`config.mk`:
```
export PLATFORM = sky130hd
export DESIGN_NAME = dac_send_flat
export DESIGN_NICKNAME = d
export VERILOG_FILES = /design/src/rtl/dac_pkg.sv /design/src/rtl/dac_send_if.sv /design/src/rtl/lrc_edge_detect.sv /design/src/rtl/dac_send.sv /design/src/flat_wrapper.sv
export SDC_FILE = /design/constraint.sdc
export NUM_CORES = 1
export LEC_CHECK = 0
export CORE_MARGIN = 2
export CORE_UTILIZATION = 45
export CTS_CLUSTER_SIZE = 16
export DETAILED_ROUTE_END_ITERATION = 16
export GPL_ROUTABILITY_DRIVEN = 1
export PLACE_DENSITY_LB_ADDON = 0.1
export REMOVE_ABC_BUFFERS = 1
export SLEW_MARGIN = 20
export SYNTH_ARGS = -nofsm -noshare
export SYNTH_HDL_FRONTEND = slang
export SYNTH_SLANG_ARGS = --single-unit
```
`constraint.sdc`:
```
create_clock -name bclk -period 1.55 [get_ports bclk]
set_input_delay 0.465 -clock bclk [delete_from_list [all_inputs] [get_ports bclk]]
set_output_delay 0.465 -clock bclk [all_outputs]
set_load 0.01 [all_outputs]
```
`src/rtl/dac_pkg.sv`:
```
// Shared types and constants for the codec DAC transmit path.
package dac_pkg;

   localparam int unsigned SAMPLE_W = 16;

   typedef enum logic [1:0] {
      IDLE    = 2'd0,
      SHIFT   = 2'd1,
      SHIFT_R = 2'd2
   } state_t;

   // Bit-index width able to hold the value n (one past the last bit of a word).
   function automatic int unsigned bidx_w(input int unsigned n);
      return $clog2(n + 1);
   endfunction

endpackage

```
`src/rtl/dac_send_if.sv`:
```
// Sample handshake between upstream audio logic and the DAC serialiser.
interface dac_send_if #(
   parameter int unsigned N = 16
) ();
   logic         sample_valid;
   logic [N-1:0] sample_data;
   logic         sample_ready;

   modport master (output sample_valid, output sample_data, input sample_ready);
   modport slave  (input sample_valid, input sample_data, output sample_ready);
endinterface

```
`src/rtl/lrc_edge_detect.sv`:
```
// Registers the codec LR clock and flags its rising edge; shared with the ADC side.
module lrc_edge_detect (
   input  logic i_clk,
   input  logic i_reset,
   input  logic i_lrc,
   output logic o_redge_c
);

   logic r_lrc_q;

   always_ff @(posedge i_clk) begin
      if (i_reset) r_lrc_q <= 1'b0;
      else         r_lrc_q <= i_lrc;
   end

   assign o_redge_c = ~r_lrc_q & i_lrc;

endmodule

```
`src/rtl/dac_send.sv`:
```
// Serialises buffered PCM words onto DACDAT, MSB first, framed by DACLRC rising edges.
// DAC_SEND_STEREO_DUP_EN: repeat each word in the right slot (2N bits per frame).
module dac_send
   import dac_pkg::*;
#(
   parameter int unsigned N      = SAMPLE_W,
   parameter int unsigned UCNT_W = 8
) (
   input  logic              bclk,
   input  logic              reset,
   input  logic              daclrc,
   dac_send_if.slave         s_if,
   output logic              dacdat,
   output logic              underrun,
   output logic [UCNT_W-1:0] underrun_count
);

   localparam int unsigned BI_W = bidx_w(N);

   state_t            r_state,    w_state_n;
   logic [BI_W-1:0]   r_bit_idx,  w_bit_idx_n;
   logic [N-1:0]      r_shift,    w_shift_n;
   logic [N-1:0]      r_buf,      w_buf_n;
   logic              r_buf_full, w_buf_full_n;
   logic              r_dacdat,   w_dacdat_n;
   logic              r_underrun, w_underrun_n;
   logic [UCNT_W-1:0] r_ucnt,     w_ucnt_n;
`ifdef DAC_SEND_STEREO_DUP_EN
   logic [N-1:0]      r_word,     w_word_n;
`endif

   logic w_redge;
   logic w_xfer;

   lrc_edge_detect u_lrc_edge (
      .i_clk     (bclk),
      .i_reset   (reset),
      .i_lrc     (daclrc),
      .o_redge_c (w_redge)
   );

   assign s_if.sample_ready = ~r_buf_full & ~reset;
   assign w_xfer            = s_if.sample_valid & s_if.sample_ready;

   // Next-state: buffer fill, frame start (with underrun accounting), bit shifting
   always_comb begin
      w_state_n    = r_state;
      w_bit_idx_n  = r_bit_idx;
      w_shift_n    = r_shift;
      w_buf_n      = r_buf;
      w_buf_full_n = r_buf_full;
      w_dacdat_n   = 1'b0;
      w_underrun_n = r_underrun;
      w_ucnt_n     = r_ucnt;
`ifdef DAC_SEND_STEREO_DUP_EN
      w_word_n     = r_word;
`endif

      if (w_xfer) begin
         w_buf_n      = s_if.sample_data;
         w_buf_full_n = 1'b1;
      end

      if (w_redge) begin
         if (r_buf_full) begin
            w_shift_n    = r_buf;
            w_buf_full_n = 1'b0;
         end else begin
            w_shift_n    = '0;
            w_underrun_n = 1'b1;
            if (r_ucnt != {UCNT_W{1'b1}}) w_ucnt_n = r_ucnt + UCNT_W'(1);
         end
`ifdef DAC_SEND_STEREO_DUP_EN
         w_word_n    = w_shift_n;
`endif
         w_dacdat_n  = w_shift_n[N-1];
         w_bit_idx_n = BI_W'(1);
         w_state_n   = SHIFT;
      end else begin
         case (r_state)
            SHIFT: begin
               if (r_bit_idx == BI_W'(N)) begin
`ifdef DAC_SEND_STEREO_DUP_EN
                  // Left slot done: replay the same word in the right slot
                  w_shift_n   = r_word;
                  w_dacdat_n  = r_word[N-1];
                  w_bit_idx_n = BI_W'(1);
                  w_state_n   = SHIFT_R;
`else
                  w_state_n   = IDLE;
`endif
               end else begin
                  w_dacdat_n  = r_shift[N-2];
                  w_shift_n   = r_shift << 1;
                  w_bit_idx_n = r_bit_idx + BI_W'(1);
               end
            end
`ifdef DAC_SEND_STEREO_DUP_EN
            SHIFT_R: begin
               if (r_bit_idx == BI_W'(N)) begin
                  w_state_n   = IDLE;
               end else begin
                  w_dacdat_n  = r_shift[N-2];
                  w_shift_n   = r_shift << 1;
                  w_bit_idx_n = r_bit_idx + BI_W'(1);
               end
            end
`endif
            default: w_state_n = IDLE;
         endcase
      end
   end

   always_ff @(posedge bclk) begin
      if (reset) begin
         r_state    <= IDLE;
         r_bit_idx  <= '0;
         r_shift    <= '0;
         r_buf      <= '0;
         r_buf_full <= 1'b0;
         r_dacdat   <= 1'b0;
         r_underrun <= 1'b0;
         r_ucnt     <= '0;
`ifdef DAC_SEND_STEREO_DUP_EN
         r_word     <= '0;
`endif
      end else begin
         r_state    <= w_state_n;
         r_bit_idx  <= w_bit_idx_n;
         r_shift    <= w_shift_n;
         r_buf      <= w_buf_n;
         r_buf_full <= w_buf_full_n;
         r_dacdat   <= w_dacdat_n;
         r_underrun <= w_underrun_n;
         r_ucnt     <= w_ucnt_n;
`ifdef DAC_SEND_STEREO_DUP_EN
         r_word     <= w_word_n;
`endif
      end
   end

   assign dacdat         = r_dacdat;
   assign underrun       = r_underrun;
   assign underrun_count = r_ucnt;

endmodule

```
`src/flat_wrapper.sv`:
```
// flat-port wrapper written by rule: the top's interface ports become plain ports
module dac_send_flat import dac_pkg::*;
#(
   parameter int unsigned N      = SAMPLE_W,
   parameter int unsigned UCNT_W = 8
)
  (bclk, reset, daclrc, dacdat, underrun, underrun_count, s_if_sample_valid, s_if_sample_data, s_if_sample_ready);
  dac_send_if #(.N(N)) s_if_i ();
  input  logic bclk;
  input  logic reset;
  input  logic daclrc;
  output logic dacdat;
  output logic underrun;
  output logic [UCNT_W-1:0] underrun_count;
  input wire logic [$bits(s_if_i.sample_valid)-1:0] s_if_sample_valid;
  input wire logic [$bits(s_if_i.sample_data)-1:0] s_if_sample_data;
  output wire logic [$bits(s_if_i.sample_ready)-1:0] s_if_sample_ready;
  assign s_if_i.sample_valid = s_if_sample_valid;
  assign s_if_i.sample_data = s_if_sample_data;
  assign s_if_sample_ready = s_if_i.sample_ready;
  dac_send #(.N(N), .UCNT_W(UCNT_W)) u_core (.bclk(bclk), .reset(reset), .daclrc(daclrc), .s_if(s_if_i), .dacdat(dacdat), .underrun(underrun), .underrun_count(underrun_count));
endmodule
```
==> results.ini, run 1 <==
[synthesis]
yosys-top-cells-count=dfxtp_1 (49), nand2_1 (23), nand2b_1 (19), mux2i_1 (15), o22ai_1 (14)
async_flop_share_pct=0
yosysTopAreaCell=dfxtp_1
ys_seq_area_share_pct=49.6
yosysMostFrequentCell=dfxtp_1
yosysTopAreaCellShare_pct=49.6
syn_area_um2=1980
syn_avg_cell_area_um2=9.24
ys_seq_elements=49
ys.flop_type=dfxtp_1
yosys_warnings=0
ys_types=35
synth_edf_count=0
syn_inst=214
synth_area_leaders=dfxtp_1 (50%), mux2i_1 (7.6%), nand2b_1 (6.0%)

[drt]
drc=0
vias=1586
drtPass1Iterations=4
wl_per_cell_um=12.6
postRouteAntennaNets=0
drt-total-wl_um=3970
via_per_inst=5.05
first_iter_violations=58

[cells_and_area]
final_core_util_pct=60.9
fillCellCount=413
area.growth.synth_to_final_pct=32.3
layout-drive-gt1-share_pct=17.9
n_antenna_cell=0
multiInputGateArea_um2=973
nets=285
ff_latch_area_um2=988

[global_route]
grt_pass1_vias=1537
grt_max_degree=34
grt_usage_pct=17.5
grt_antenna_before_repair=0
grt_pass1_wl_um=6860
grt-ovfl-total=0

[clock_network]
cts_max_level=2
hold_buffers=0
cts_tree=built
path_clk_slew_ns=0.09
cts_buffers=5
cts_sinks=49
insertion_delay_ns=0.30
cts-root-buf=clkbuf_8
cts.path.max_buffers=2

[placement]
io_buffers=30
globalplace.congestion=0.751
dpl.hpwl_um=2730

[sta]
hold_viol=0
min_period_over_period_pct=96.6
rsz0062_at_grt=true
slew_viol_final=0
skew_ns=0.00675
tightest_slew_ns=0.307
relSlewSlack_pct=79.5
post-route-min-period_ns=1.50
setup_viol=0
max_freq_mhz=668
fin_hold_ws_ns=0.464

[setup_path]
crit_fanout=5
crit_type=reg -> reg
cp-end-kind=flip-flop
worstPathRequired_ns=1.74
crit_arrival_ns=1.69
cp-start-kind=flip-flop

[floorplan]
die-area_um2=4940
rows=24
die_x_um=70.3
die_y_um=70.3
floorplan.initialDensity_pct=46.0
core_um2=4290
ioPinCount=31

[power_and_ir_drop]
ir_worst_vdd_mv=0.391
leakage_nw=1.08
p_per_area_nw_per_um2=918

[status]
status=complete, no violations

[job]
drv_cap=0

[worst_hold_path]
min_path_type=reg -> reg

-- cells by family after synthesis --
kind of cell	Yosys count	synth area share (%)
adders and majority gates	3	1.90
buffers and inverters	16	3.67
and+or+nand+nor	76	19.9
xor gates and xnor gates	5	2.22
DFF	49	49.6
AOI/OAI and AO/OA	50	15.1
muxes	15	7.59
-- state kept, by name, indices dropped and copies added, names as in the netlist --
register / cells
u_core.r_buf: 16
u_core.r_shift: 15
u_core.underrun_count: 8
u_core.r_bit_idx: 5
u_core.dacdat: 1
u_core.r_buf_full: 1
u_core.r_state: 1
u_core.u_lrc_edge.r_lrc_q: 1
u_core.underrun: 1
-- per-layer routing --
layer / vias to the layer above / wire length, um / track usage (%)
met4: 0 / 70 / 6.41
li1: 842 / - / -
met5: - / 0 / 0
met1: 711 / 1850 / 21.3
met2: 27 / 1850 / 29.1
met3: 6 / 202 / 5.05
-- cells in the final DEF, fill, tap and decap left out, types with 6 or more instances in the layout --
| master | instances |
|---|---|
| o21ai_1 | 7 |
| nand3_1 | 6 |
| a21oi_1 | 8 |
| o22ai_1 | 14 |
| o21ai_0 | 10 |
| dlygate4sd2_1 | 12 |
| clkdlybuf4s50_1 | 17 |
| clkbuf_8 | 6 |
| nand2_1 | 22 |
| dfxtp_2 | 6 |
| mux2i_1 | 14 |
| dfxtp_1 | 43 |
| nor2_1 | 12 |
| nand2b_1 | 19 |
| buf_4 | 18 |
-- area by class of cell --
cell class | instances | area share (%)
inverter | 4 | 0.574
sequential | 49 | 37.8
tap | 52 | 2.49
clock buffer | 6 | 3.16
multi-input combinational | 149 | 37.2
clock inverter | 1 | 0.287
timing repair buffer | 53 | 18.5
-- repair_timing --
item,4_1_cts,5_1_grt
pin swaps,3,6
gates resized for setup,21,14
endpoints found under the setup margin,25,15
gates cloned,0,2
buffers inserted,0,1
hold endpoints to repair,0,0
-- critical path, cell delays in order (launching register included) --
cell and delay (ns):
dfxtp_2 0.34, inv_2 0.06, ha_4 0.13, nand2_4 0.05, o31ai_4 0.32, buf_6 0.18
mux2i_1 0.19, o22ai_1 0.10
-- report_power, final --
group / total, W / internal, W / switching [W]
Sequential: 0.00134 / 0.00131 / 0.0000275
Clock: 0.000750 / 0.000353 / 0.000397
Combinational: 0.000308 / 0.000166 / 0.000141
-- stage by stage --
stage          total power, W  cells  TNS [ns]  worst slack, ns  instance area (um2)
4_1_cts               0.00241    311         0           0.0700                 2550
3_3_place_gp          0.00167    304    -12.08           -0.556                 2470
6_report              0.00240    314         0           0.0533                 2620
5_1_grt               0.00251    314    -0.204          -0.0494                 2620
2_1_floorplan         0.00151    202    -23.50            -1.32                 1920
3_5_place_dp          0.00167    304    -12.16           -0.543                 2470
-- worst paths after layout --
kind,slack [ns],start,endpoint,cells past startpoint
setup / recovery,0.05,u_core.r_bit_idx[1],u_core.r_shift[5],7
hold / removal,0.46,u_core.underrun,u_core.underrun,2
setup reg to reg,0.05,u_core.r_bit_idx[1],u_core.r_shift[5],7
hold reg to reg,0.46,u_core.underrun,u_core.underrun,2
No activity file was read; power rests on OpenSTA's default activity.
==> inputs of run 2 (changes only) <==
SYNTH_HIERARCHICAL = 1   (was not set)
==> run 2 against run 1 <==
- synthesized cell count is 14% higher
- global-route usage is 0.81 points higher
- utilization rose by 4.3 points
- setup slack lost 0.046 ns
- fmax shrank 3.0%
- count of clock-buffer cells in the layout is 1 higher
- cell count up 10%
- register-to-register slack worse by 0.05 ns
- combinational power rose by 53%
- total power increased by 8.7%
- first-iteration DRC count grew 110%
- critical endpoint is now u_core/r_shift[9]
- highest routed layer unchanged
==> results.ini, run 2 <==
[worst_hold_path]
holdPathStages=2  ; unchanged
hp-start=u_core/underrun
hold_end=u_core/underrun
min_path_type=reg -> reg

[clock_network]
cts.path.max_buffers=2  ; unchanged
cts-root-buf=clkbuf_8
cts_sinks=49  ; unchanged
cts_tree=built
cts_buffers=5  ; unchanged
insertion_delay_ns=0.29  ; about the same
cts_max_level=2  ; unchanged
path_clk_slew_ns=0.09  ; about the same

[synthesis]
yosys-top-cells-count=dfxtp_1 (49), nand2_1 (32), nor2_1 (29), o21ai_0 (18)
ys_seq_area_share_pct=46.7  ; -3.0 points
yosysTopAreaCellShare_pct=46.7  ; -3.0 points
ys.flop_type=dfxtp_1
yosysMostFrequentCell=dfxtp_1
yosys_warnings=6  ; +6
syn_inst=244  ; +14%
synth_area_leaders=dfxtp_1 (47%), nand2_1 (5.7%), a311oi_1 (5.4%)
ys_types=35  ; unchanged
ys_seq_elements=49  ; unchanged
syn_avg_cell_area_um2=8.61  ; -6.7%
synth_edf_count=0  ; unchanged
yosysTopAreaCell=dfxtp_1
syn_area_um2=2100  ; +6.3%
async_flop_share_pct=0  ; unchanged

[power_and_ir_drop]
p_per_area_nw_per_um2=907  ; -1.2%
power.total_w=0.00261  ; +8.7%
ir_worst_vdd_mv=0.581  ; +48%
leakage_nw=1.11  ; +2.4%

[drt]
wl_per_cell_um=13.0  ; +3.1%
vias=1834  ; +16%
drt-total-wl_um=4510  ; +14%
first_iter_violations=119  ; +110%
postRouteAntennaNets=0  ; unchanged
drtPass1Iterations=4  ; unchanged
drc=0  ; unchanged
via_per_inst=5.30  ; +4.9%

[cells_and_area]
area.growth.synth_to_final_pct=36.9
regMostFlops=u_core/r_buf
largest_reg_flops=16  ; unchanged
finalNonFillerCells=346  ; +10%
stdcell_area_um2=2880  ; +10%
final_cell_mix=dfxtp_1 (43), nand2_1 (32), nor2_1 (18), buf_4 (18)
n_antenna_cell=0  ; unchanged
final_common_cell=dfxtp_1
nets=317  ; +11%
fillCellCount=390  ; -5.6%
layout-drive-gt1-share_pct=24.5  ; +6.6 points

[sta]
setup_viol=0  ; unchanged
fin_setup_tns_ns=0  ; unchanged
tightest_slew_ns=0.536  ; +0.229 ns
post-route-min-period_ns=1.54  ; +0.0460 ns
min_period_over_period_pct=99.5  ; +3.0 points
rsz0062_at_grt=true
relSlewSlack_pct=64.3  ; -15 points
hold_viol=0  ; unchanged
fin_hold_ws_ns=0.471  ; +0.00680 ns
slew_viol_final=0  ; unchanged
max_freq_mhz=648  ; -3.0%
skew_ns=0.00657  ; -0.000177 ns

[global_route]
grt_pass1_wl_um=7580  ; +11%
grt-busiest-layer=met2
use_met2_pct=27.7  ; -1.4 points
grt_antenna_before_repair=0  ; unchanged
grt-ovfl-total=0  ; unchanged
grt_usage_pct=18.3  ; +0.81 points
grt_pass1_vias=1690  ; +10%
grt_max_degree=51  ; +50%
use_met1_pct=25.6  ; +4.3 points
grtUsageMet3_pct=4.31  ; -0.74 points

[floorplan]
ioPinCount=31  ; unchanged
die-area_um2=5230  ; +6.0%
rows=24  ; unchanged
core_um2=4410  ; +2.8%
floorplan.initialDensity_pct=47.6  ; +1.6 points
die_x_um=72.3  ; +2.9%
die_y_um=72.3  ; +2.9%

[setup_path]
r2r-start=u_core/r_bit_idx[0]
rrSetupSlack_ns=0.007  ; -0.05 ns
cp-start-kind=flip-flop
critPathSlowestCell=dfxtp_2
rr_worst_depth=8  ; +1
worstPathRequired_ns=1.76  ; +0.02 ns
timing.rr.end=u_core/r_shift[9]
crit_fanout=6  ; +1
crit_type=reg -> reg
crit_arrival_ns=1.75  ; +0.06 ns
cp_slowest_stage_delay_ns=0.34  ; about the same
cp-end-kind=flip-flop
path_cells=inv_2 -> ha_4 -> and4bb_2 -> o21ai_4 -> buf_6 -> buf_8 -> nor2_2 -> a311oi_1

[placement]
place_area_um2=2580  ; +4.5%
dp.cells=330  ; +8.6%
dpl.hpwl_um=2670  ; -2.4%
globalplace.congestion=0.772  ; +2.9%
io_buffers=30  ; unchanged

[status]
status=complete, no violations

[job]
drv_cap=0  ; unchanged

-- run 2: cell types whose count changed after synthesis, moves of 9 or more --
cell	delta
nand3_1	+11
nor2_1	+17
o22ai_1	-14
a311oi_1	+10
nand2_1	+9
mux2i_1	-12
-- run 2: timing repair --
| action | in CTS | in global routing |
|---|---|---|
| hold buffers | 0 | 0 |
| resized for setup | 45 | 17 |
| hold endpoints to repair | 0 | 0 |
| setup buffers | 9 | 1 |
| pin swaps | 16 | 8 |
| setup endpoints to repair | 34 | 18 |
| cloned | 1 | 0 |
-- run 2: worst max path at each step --
| stage | from | endpoint | depth (start not counted) |
|---|---|---|---|
| floorplan | daclrc | u_core/underrun_count[5] | 5 |
| global placement | daclrc | u_core/underrun_count[5] | 6 |
| global route | u_core/r_bit_idx[0] | u_core/r_shift[9] | 8 |
| detailed placement | daclrc | u_core/underrun_count[5] | 6 |
| CTS | reset | s_if_sample_ready | 3 |
| finish | u_core/r_bit_idx[0] | u_core/r_shift[9] | 8 |
-- run 2: power by group --
| part | switching (W) | internal (W) |
|---|---|---|
| Clock | 0.000392 | 0.000355 |
| Sequential | 0.0000511 | 0.00134 |
| Combinational | 0.000220 | 0.000250 |
-- run 2: metal layers --
| metal | part of all wire (%) | vias up |
|---|---|---|
| met5 | 0 | - |
| met4 | 0.98 | 0 |
| met3 | 3.5 | 5 |
| met2 | 46 | 28 |
| met1 | 50 | 854 |
| li1 | - | 947 |
-- run 2: cells by family (layout without fill, tap and decap cells) --
family / count (synthesis) / count (layout) / synth area share [%]
AOI/OAI and AO/OA: 46 / 46 / 15.0
and+or+nand+nor: 115 / 115 / 28.0
adders and majority gates: 3 / 3 / 1.79
DFF: 49 / 49 / 46.7
muxes: 3 / 3 / 1.43
xor gates and xnor gates: 6 / 6 / 2.50
buffers and inverters: 22 / 72 / 4.64
-- run 2: layout make-up --
type	instances	area, um2	area share, %
Sequential cell	49	988	34.3
Clock buffer	7	86.3	3.00
Tap cell	52	65.1	2.26
Timing Repair Buffer	60	602	20.9
Multi-Input combinational cell	173	1120	38.8
Inverter	5	18.8	0.652
-- run 2: stage by stage --
stage                     worst slack (ns)  util, %
after floorplan                     -0.382        -
after global placement              -0.531     58.5
after detailed placement            -0.586     58.5
after CTS                           -0.184     64.3
after global routing                -0.104     65.2
final                              0.00733     65.2
-- run 2: worst max-delay path: cells and delay by family (launching register included) --
family,cells,cell delay (ns)
AOI/OAI and AO/OA,2,0.38
adders and majority gates,1,0.14
buffers and inverters,3,0.32
DFF,1,0.34
and+or+nand+nor,2,0.28
==> inputs of run 3 (changes only) <==
ABC_CLOCK_PERIOD_IN_PS = 1550   (was not set)
==> results of run 3 <==
No change in the layout: final DEF, timing and power equal those of run 2.
